===== src/rtl/fringe_sched_pkg.sv =====
// rtl/fringe_sched_pkg.sv - shared types and defaults for the fringe clock scheduler
package fringe_sched_pkg;

  localparam int N_DEF      = 4;
  localparam int W_DEF      = 9;
  localparam int WD_MAX_DEF = 10000;

  typedef enum logic [2:0] {
    S_IDLE,
    S_GRANT,
    S_GET_REQ,
    S_APPLY,
    S_PUT_REQ,
    S_DONE
  } sched_state_t;

  typedef struct packed {
    logic wd;
    logic ovr;
  } sched_err_t;

endpackage


===== src/rtl/fringe_clk_sched_if.sv =====
// rtl/fringe_clk_sched_if.sv - get/put fringe transport channel shared by all domains
interface fringe_clk_sched_if #(
  parameter int N = 4,
  parameter int W = 9
) ();
  localparam int CW = $clog2(N);

  logic          get_req_o;
  logic [CW-1:0] get_ch_o;
  logic          get_ack_i;
  logic          get_vld_i;
  logic [W-1:0]  get_data_i;
  logic          put_req_o;
  logic [CW-1:0] put_ch_o;
  logic [W-1:0]  put_data_o;
  logic          put_ack_i;

  modport master (
    output get_req_o, get_ch_o, put_req_o, put_ch_o, put_data_o,
    input  get_ack_i, get_vld_i, get_data_i, put_ack_i
  );

  modport slave (
    input  get_req_o, get_ch_o, put_req_o, put_ch_o, put_data_o,
    output get_ack_i, get_vld_i, get_data_i, put_ack_i
  );
endinterface


===== src/rtl/fringe_rr_arb.sv =====
// rtl/fringe_rr_arb.sv - combinational N-way round-robin pick starting after last grant
module fringe_rr_arb #(
  parameter int N = 4
) (
  input  logic [N-1:0]         i_pending,
  input  logic [$clog2(N)-1:0] i_last_grant,
  output logic [N-1:0]         o_grant,
  output logic [$clog2(N)-1:0] o_idx,
  output logic                 o_any
);
  localparam int CW = $clog2(N);

  logic [CW-1:0] w_cand;

  // scan farthest-to-nearest so the first pending domain after last_grant wins
  always_comb begin
    o_grant = '0;
    o_idx   = '0;
    o_any   = 1'b0;
    w_cand  = '0;
    for (int i = N; i >= 1; i--) begin
      w_cand = CW'((int'(i_last_grant) + i) % N);
      if (i_pending[w_cand]) begin
        o_idx = w_cand;
        o_any = 1'b1;
      end
    end
    if (o_any) o_grant[o_idx] = 1'b1;
  end
endmodule


===== src/rtl/fringe_clk_sched.sv =====
// rtl/fringe_clk_sched.sv - freezes mission-clock domains until their fringe vector is applied
module fringe_clk_sched
  import fringe_sched_pkg::*;
#(
  parameter int N      = N_DEF,
  parameter int W      = W_DEF,
  parameter int WD_MAX = WD_MAX_DEF
) (
  input  logic               clk_i,
  input  logic               rst_ni,
  input  logic [N-1:0]       edge_i,
  input  logic               get_en_i,
  input  logic               put_en_i,
  output logic [N-1:0]       freeze_clk_o,
  fringe_clk_sched_if.master tp,
  output logic [N-1:0]       apply_o,
  output logic [W-1:0]       apply_data_o,
  input  logic [W-1:0]       sut_data_i,
  output logic               busy_o,
  output logic               wd_err_o,
  output logic               ovr_err_o
);
  localparam int CW  = $clog2(N);
  localparam int WDW = $clog2(WD_MAX + 1);

  sched_state_t   r_state, w_next;
  logic [N-1:0]   r_pending, r_freeze, r_oh;
  logic [CW-1:0]  r_ch, r_last;
  logic [W-1:0]   r_data, r_put_data;
  logic [WDW-1:0] r_wd;
  logic           r_gap;
  sched_err_t     r_err;

  logic [N-1:0]   w_arb_grant;
  logic [CW-1:0]  w_arb_idx;
  logic           w_arb_any;
  logic           w_get_req, w_got, w_wd_abort, w_ovr;
  logic [N-1:0]   w_done_mask, w_rel_mask, w_live, w_accept, w_pend_nxt, w_frz_nxt;

  fringe_rr_arb #(.N(N)) u_arb (
    .i_pending    (r_pending),
    .i_last_grant (r_last),
    .o_grant      (w_arb_grant),
    .o_idx        (w_arb_idx),
    .o_any        (w_arb_any)
  );

  // next-state logic; a poll gap drops the request for one cycle after an invalid ack
  always_comb begin
    w_get_req  = (r_state == S_GET_REQ) && !r_gap;
    w_got      = w_get_req && tp.get_ack_i && tp.get_vld_i;
    w_wd_abort = (r_state == S_GET_REQ) && !w_got && (r_wd == WDW'(WD_MAX - 1));
    w_next     = r_state;
    case (r_state)
      S_IDLE:    if (|r_pending) w_next = S_GRANT;
      S_GRANT: begin
        if (!w_arb_any)    w_next = S_IDLE;
        else if (get_en_i) w_next = S_GET_REQ;
        else if (put_en_i) w_next = S_PUT_REQ;
        else               w_next = S_DONE;
      end
      S_GET_REQ: begin
        if (w_got)           w_next = S_APPLY;
        else if (w_wd_abort) w_next = S_DONE;
      end
      S_APPLY:   w_next = put_en_i ? S_PUT_REQ : S_DONE;
      S_PUT_REQ: if (tp.put_ack_i) w_next = S_DONE;
      S_DONE:    w_next = S_IDLE;
      default:   w_next = S_IDLE;
    endcase
  end

  // pending/freeze update: a new edge on the domain finishing in DONE is accepted, not an overrun
  always_comb begin
    w_done_mask = (r_state == S_DONE) ? r_oh : '0;
    w_rel_mask  = ((r_state == S_APPLY) || (r_state == S_DONE) || w_wd_abort) ? r_oh : '0;
    w_live      = r_pending & ~w_done_mask;
    w_accept    = edge_i & ~w_live;
    w_ovr       = |(edge_i & w_live);
    w_pend_nxt  = w_live | w_accept;
    w_frz_nxt   = (r_freeze & ~w_rel_mask) | (get_en_i ? w_accept : '0);
  end

  // state register plus per-transaction datapath
  always_ff @(posedge clk_i) begin
    if (!rst_ni) begin
      r_state    <= S_IDLE;
      r_pending  <= '0;
      r_freeze   <= '0;
      r_oh       <= '0;
      r_ch       <= '0;
      r_last     <= CW'(N - 1);
      r_data     <= '0;
      r_put_data <= '0;
      r_wd       <= '0;
      r_gap      <= 1'b0;
      r_err      <= '0;
    end else begin
      r_state   <= w_next;
      r_pending <= w_pend_nxt;
      r_freeze  <= w_frz_nxt;
      r_gap     <= w_get_req && tp.get_ack_i && !tp.get_vld_i;
      if (w_ovr)      r_err.ovr <= 1'b1;
      if (w_wd_abort) r_err.wd  <= 1'b1;
      if (r_state == S_GRANT) begin
        r_ch <= w_arb_idx;
        r_oh <= w_arb_grant;
        r_wd <= '0;
      end
      if (r_state == S_GET_REQ) r_wd <= r_wd + 1'b1;
      if (w_got) r_data <= tp.get_data_i;
      if ((w_next == S_PUT_REQ) && (r_state != S_PUT_REQ)) r_put_data <= sut_data_i;
      if (r_state == S_DONE) r_last <= r_ch;
    end
  end

  assign freeze_clk_o  = r_freeze;
  assign tp.get_req_o  = w_get_req;
  assign tp.get_ch_o   = (r_state == S_GET_REQ) ? r_ch : '0;
  assign apply_o       = (r_state == S_APPLY) ? r_oh : '0;
  assign apply_data_o  = (r_state == S_APPLY) ? r_data : '0;
  assign tp.put_req_o  = (r_state == S_PUT_REQ);
  assign tp.put_ch_o   = (r_state == S_PUT_REQ) ? r_ch : '0;
  assign tp.put_data_o = (r_state == S_PUT_REQ) ? r_put_data : '0;
  assign busy_o        = (r_state != S_IDLE);
  assign wd_err_o      = r_err.wd;
  assign ovr_err_o     = r_err.ovr;
endmodule


===== src/flat_wrapper.sv =====
// flat-port wrapper written by rule: the top's interface ports become plain ports
module fringe_clk_sched_flat import fringe_sched_pkg::*;
#(
  parameter int N      = N_DEF,
  parameter int W      = W_DEF,
  parameter int WD_MAX = WD_MAX_DEF
)
  (clk_i, rst_ni, edge_i, get_en_i, put_en_i, freeze_clk_o, apply_o, apply_data_o, sut_data_i, busy_o, wd_err_o, ovr_err_o, tp_get_req_o, tp_get_ch_o, tp_put_req_o, tp_put_ch_o, tp_put_data_o, tp_get_ack_i, tp_get_vld_i, tp_get_data_i, tp_put_ack_i);
  fringe_clk_sched_if #(.N(N), .W(W)) tp_i ();
  input  logic clk_i;
  input  logic rst_ni;
  input  logic [N-1:0] edge_i;
  input  logic get_en_i;
  input  logic put_en_i;
  output logic [N-1:0] freeze_clk_o;
  output logic [N-1:0] apply_o;
  output logic [W-1:0] apply_data_o;
  input  logic [W-1:0] sut_data_i;
  output logic busy_o;
  output logic wd_err_o;
  output logic ovr_err_o;
  output wire logic [$bits(tp_i.get_req_o)-1:0] tp_get_req_o;
  output wire logic [$bits(tp_i.get_ch_o)-1:0] tp_get_ch_o;
  output wire logic [$bits(tp_i.put_req_o)-1:0] tp_put_req_o;
  output wire logic [$bits(tp_i.put_ch_o)-1:0] tp_put_ch_o;
  output wire logic [$bits(tp_i.put_data_o)-1:0] tp_put_data_o;
  input wire logic [$bits(tp_i.get_ack_i)-1:0] tp_get_ack_i;
  input wire logic [$bits(tp_i.get_vld_i)-1:0] tp_get_vld_i;
  input wire logic [$bits(tp_i.get_data_i)-1:0] tp_get_data_i;
  input wire logic [$bits(tp_i.put_ack_i)-1:0] tp_put_ack_i;
  assign tp_get_req_o = tp_i.get_req_o;
  assign tp_get_ch_o = tp_i.get_ch_o;
  assign tp_put_req_o = tp_i.put_req_o;
  assign tp_put_ch_o = tp_i.put_ch_o;
  assign tp_put_data_o = tp_i.put_data_o;
  assign tp_i.get_ack_i = tp_get_ack_i;
  assign tp_i.get_vld_i = tp_get_vld_i;
  assign tp_i.get_data_i = tp_get_data_i;
  assign tp_i.put_ack_i = tp_put_ack_i;
  fringe_clk_sched #(.N(N), .W(W), .WD_MAX(WD_MAX)) u_core (.clk_i(clk_i), .rst_ni(rst_ni), .edge_i(edge_i), .get_en_i(get_en_i), .put_en_i(put_en_i), .freeze_clk_o(freeze_clk_o), .tp(tp_i), .apply_o(apply_o), .apply_data_o(apply_data_o), .sut_data_i(sut_data_i), .busy_o(busy_o), .wd_err_o(wd_err_o), .ovr_err_o(ovr_err_o));
endmodule

===== config.mk =====
export PLATFORM = sky130hd
export DESIGN_NAME = fringe_clk_sched_flat
export DESIGN_NICKNAME = d
export VERILOG_FILES = /design/src/rtl/fringe_sched_pkg.sv /design/src/rtl/fringe_clk_sched_if.sv /design/src/rtl/fringe_rr_arb.sv /design/src/rtl/fringe_clk_sched.sv /design/src/flat_wrapper.sv
export SDC_FILE = /design/constraint.sdc
export NUM_CORES = 1
export LEC_CHECK = 0
export CORE_ASPECT_RATIO = 0.75
export CORE_MARGIN = 4
export CORE_UTILIZATION = 46
export CTS_CLUSTER_DIAMETER = 120
export DETAILED_ROUTE_END_ITERATION = 10
export GPL_ROUTABILITY_DRIVEN = 1
export HOLD_SLACK_MARGIN = 0.03
export PLACE_DENSITY = 0.83
export SYNTH_ARGS = -nofsm -noshare
export SYNTH_HDL_FRONTEND = slang
export SYNTH_SLANG_ARGS = --single-unit

===== constraint.sdc =====
create_clock -name clk_i -period 2.4 [get_ports clk_i]
set_input_delay 0.6 -clock clk_i [delete_from_list [all_inputs] [get_ports clk_i]]
set_output_delay 0.6 -clock clk_i [all_outputs]
set_load 0.03 [all_outputs]

==> results.yml <==
routing:
  dr.pass1.iters: 5
  met2_wirelength_mm: 2.85
  routed.top_layer: "met4"
  drtIter0Drc: 102
  drt-met1-wl_mm: 3.09
  drc: 0
  ant_nets: 0
  via_per_inst: 5.63
  dr_wl_met3_microns: 532
  wirelength_mm: 6.53
  wl_per_cell_microns: 14.5
  num_vias: 2533
sta:
  drv_slew: 0
  final.setup.worst_slack_ps: 77.6
  finalCritPeriodShare_pct: 96.8
  fin_setup_tns_ps: 0
  max_freq_mhz: 431
  tightestPinTransition_ps: 746
  setup_viol_count_final: 0
  relSlewSlack_pct: 49.8
  hold_viol_final: 0
  min_period_ps: 2320
  rsz0062_at_grt: "no"
  clock_skew_ps: 8.69
synth:
  ys_ff_latch: 54
  synth.area.top_cells: "dfxtp_1, mux2i_1, nand2_1"
  synthArstFlopShare_pct: 0
  synthCells: 313
  yosysTopAreaCell: "dfxtp_1"
  synth_area_per_cell_sq_um: 8.40
  netlist_area_sq_um: 2630
  yosysSeqAreaShare_pct: 41.1
  ys.flop_type: "dfxtp_1"
  synth_edf_count: 0
  syn_nets: 343
  ys_types: 55
  yosysMostFrequentCell: "dfxtp_1"
  yosysWarnings: 0
  synth_common_cells: "dfxtp_1, nand2_1, nor2_1"
  yosys.area.top_type_share_pct: 41.1
power_and_ir_drop:
  ir_drop_uv: 286
  power.total_w: 0.00201
  p_per_area_nw_per_um2: 594
  leakage_nw: 1.38
job:
  maxCapViolCount: 0
floorplan:
  start_util_pct: 48.3
  die_width_microns: 95.3
  io_pins: 64
  core-area_sq_um: 5440
  num_rows: 23
  die-height_microns: 73.5
  die_area_sq_um: 7000
grt:
  grt_use_total_pct: 18.7
  antenna_found_initial: 0
  grt_pass1_wl_mm: 10.5
  overflow: 0
  grt_max_degree: 20
  grt_pass1_vias: 2299
layout:
  layout-drive-gt1-share_pct: 15.7
  diodes: 0
  area_growth_syn_to_layout_pct: 29.1
  stdcell_area_sq_um: 3390
  final.fill_count: 466
  final_cells: 450
  finalNetCount: 404
clock_tree:
  clockBufferDepth: 2
  clkLatencyLatePin_ps: 310
  cts-root-buf: "clkbuf_8"
  cts_tree: "built"
  cts.sinks: 54
  post_cts_buffers: 0
  clk_pin_slew_ps: 90
  numCtsBuffers: 5
  cts_htree_levels: 2
place:
  dp_hpwl_mm: 4.84
  placed_cell_area_sq_um: 3290
  place_ws_ps: 194
  place.detailed.instances: 442
  globalplace.congestion: 0.818
  port_buffers: 63
critical_path:
  arrival_ps: 1720
  critPathRequiredTime_ps: 1800
  startpoint_type: "flip-flop"
  path_class: "reg2out"
  rrSetupSlack_ps: 400
  critPathMaxFanout: 12
  end_kind: "output pin"
min_path:
  hold_class: "reg2reg"
outcome:
  status: "finished, final reports clean"
## layout by cell type, fill, tap and decap left out, types with 3 or more instances in the layout
cell and instances:
clkbuf_8 6, a21oi_1 21, mux2i_1 14, nand3_1 15, clkdlybuf4s50_1 35, dfxtp_1 54
o211ai_1 3, nor2_1 32, buf_4 40, nand4_1 3, mux2_2 3, inv_1 5
o21ai_0 7, a21boi_0 4, nand2b_1 5, and3_1 17, and2_1 14, a41o_1 4
a32o_1 3, a31oi_1 3, nor3b_1 4, nand3b_1 5, nand2_1 36
## where the power goes
part / switching, W / internal (W)
Sequential: 0.0000653 / 0.000953
Combinational: 0.000259 / 0.000209
Clock: 0.000295 / 0.000232
## flip-flops by register name, summed over array words and instances, names as in the netlist
name / cells
u_core.r_wd: 14
u_core.r_pending: 4
u_core.r_put_data: 9
u_core.r_data: 9
u_core.r_gap: 1
u_core.freeze_clk_o: 4
u_core.r_last: 2
u_core.r_oh: 4
u_core.r_ch: 2
u_core.ovr_err_o: 1
u_core.wd_err_o: 1
u_core.r_state: 3
## timing repair
item,in CTS,in global routing
resized for setup,0,2
hold buffers,0,0
setup endpoints to repair,0,12
## kinds of logic (layout without fill, tap and decap cells)
| group | after synthesis | count (layout) | synth area share, % |
|---|---|---|---|
| and+or+nand+nor | 152 | 152 | 31.3 |
| AOI/OAI and AO/OA | 62 | 62 | 16.2 |
| DFF | 54 | 54 | 41.1 |
| buffers and inverters | 26 | 88 | 3.95 |
| muxes | 17 | 17 | 6.62 |
| adders and majority gates | 1 | 1 | 0.476 |
| xor gates and xnor gates | 1 | 1 | 0.333 |
## stage by stage
step                      hold slack [ps]  utilization, %
after floorplan                       432               -
after global placement                439            60.5
after detailed placement              443            60.5
after CTS                             456            62.2
after global routing                  475            62.4
final                                 454            62.4
## critical path, stage by stage (launching register included)
cell and delay, ps:
dfxtp_1 570, nor3_2 120, inv_1 70, clkdlybuf4s50_1 660
## area by class of cell
| cell class | instances | area [sq um] | share of cell area (%) |
|---|---|---|---|
| multi-input combinational | 233 | 1450 | 42.8 |
| tap | 75 | 93.8 | 2.77 |
| sequential | 54 | 1080 | 31.9 |
| clock inverter | 2 | 12.5 | 0.369 |
| clock buffer | 6 | 82.6 | 2.43 |
| timing repair buffer | 75 | 651 | 19.2 |
| inverter | 5 | 18.8 | 0.553 |
## per-layer routing
layer | global-route usage, % | vias up
met4 | 4.32 | 0
met2 | 30.8 | 96
met3 | 3.17 | 6
met5 | 0 | -
li1 | - | 1245
met1 | 25.6 | 1186
## path summary, 6_finish.rpt
| check | depth (start not counted) | from | to |
|---|---|---|---|
| worst max-delay path | 3 | u_core.r_state[0]$_SDFF_PN0_ | busy_o |
| worst max register to register | 4 | u_core.r_state[1]$_SDFF_PN0_ | u_core.freeze_clk_o[1]$_SDFF_PN0_ |
| worst min register to register | 2 | u_core.r_data[3]$_SDFFE_PN0P_ | u_core.r_data[3]$_SDFFE_PN0P_ |
| worst min-delay path | 2 | u_core.r_data[3]$_SDFFE_PN0P_ | u_core.r_data[3]$_SDFFE_PN0P_ |
(Power assumes the default switching activity.)
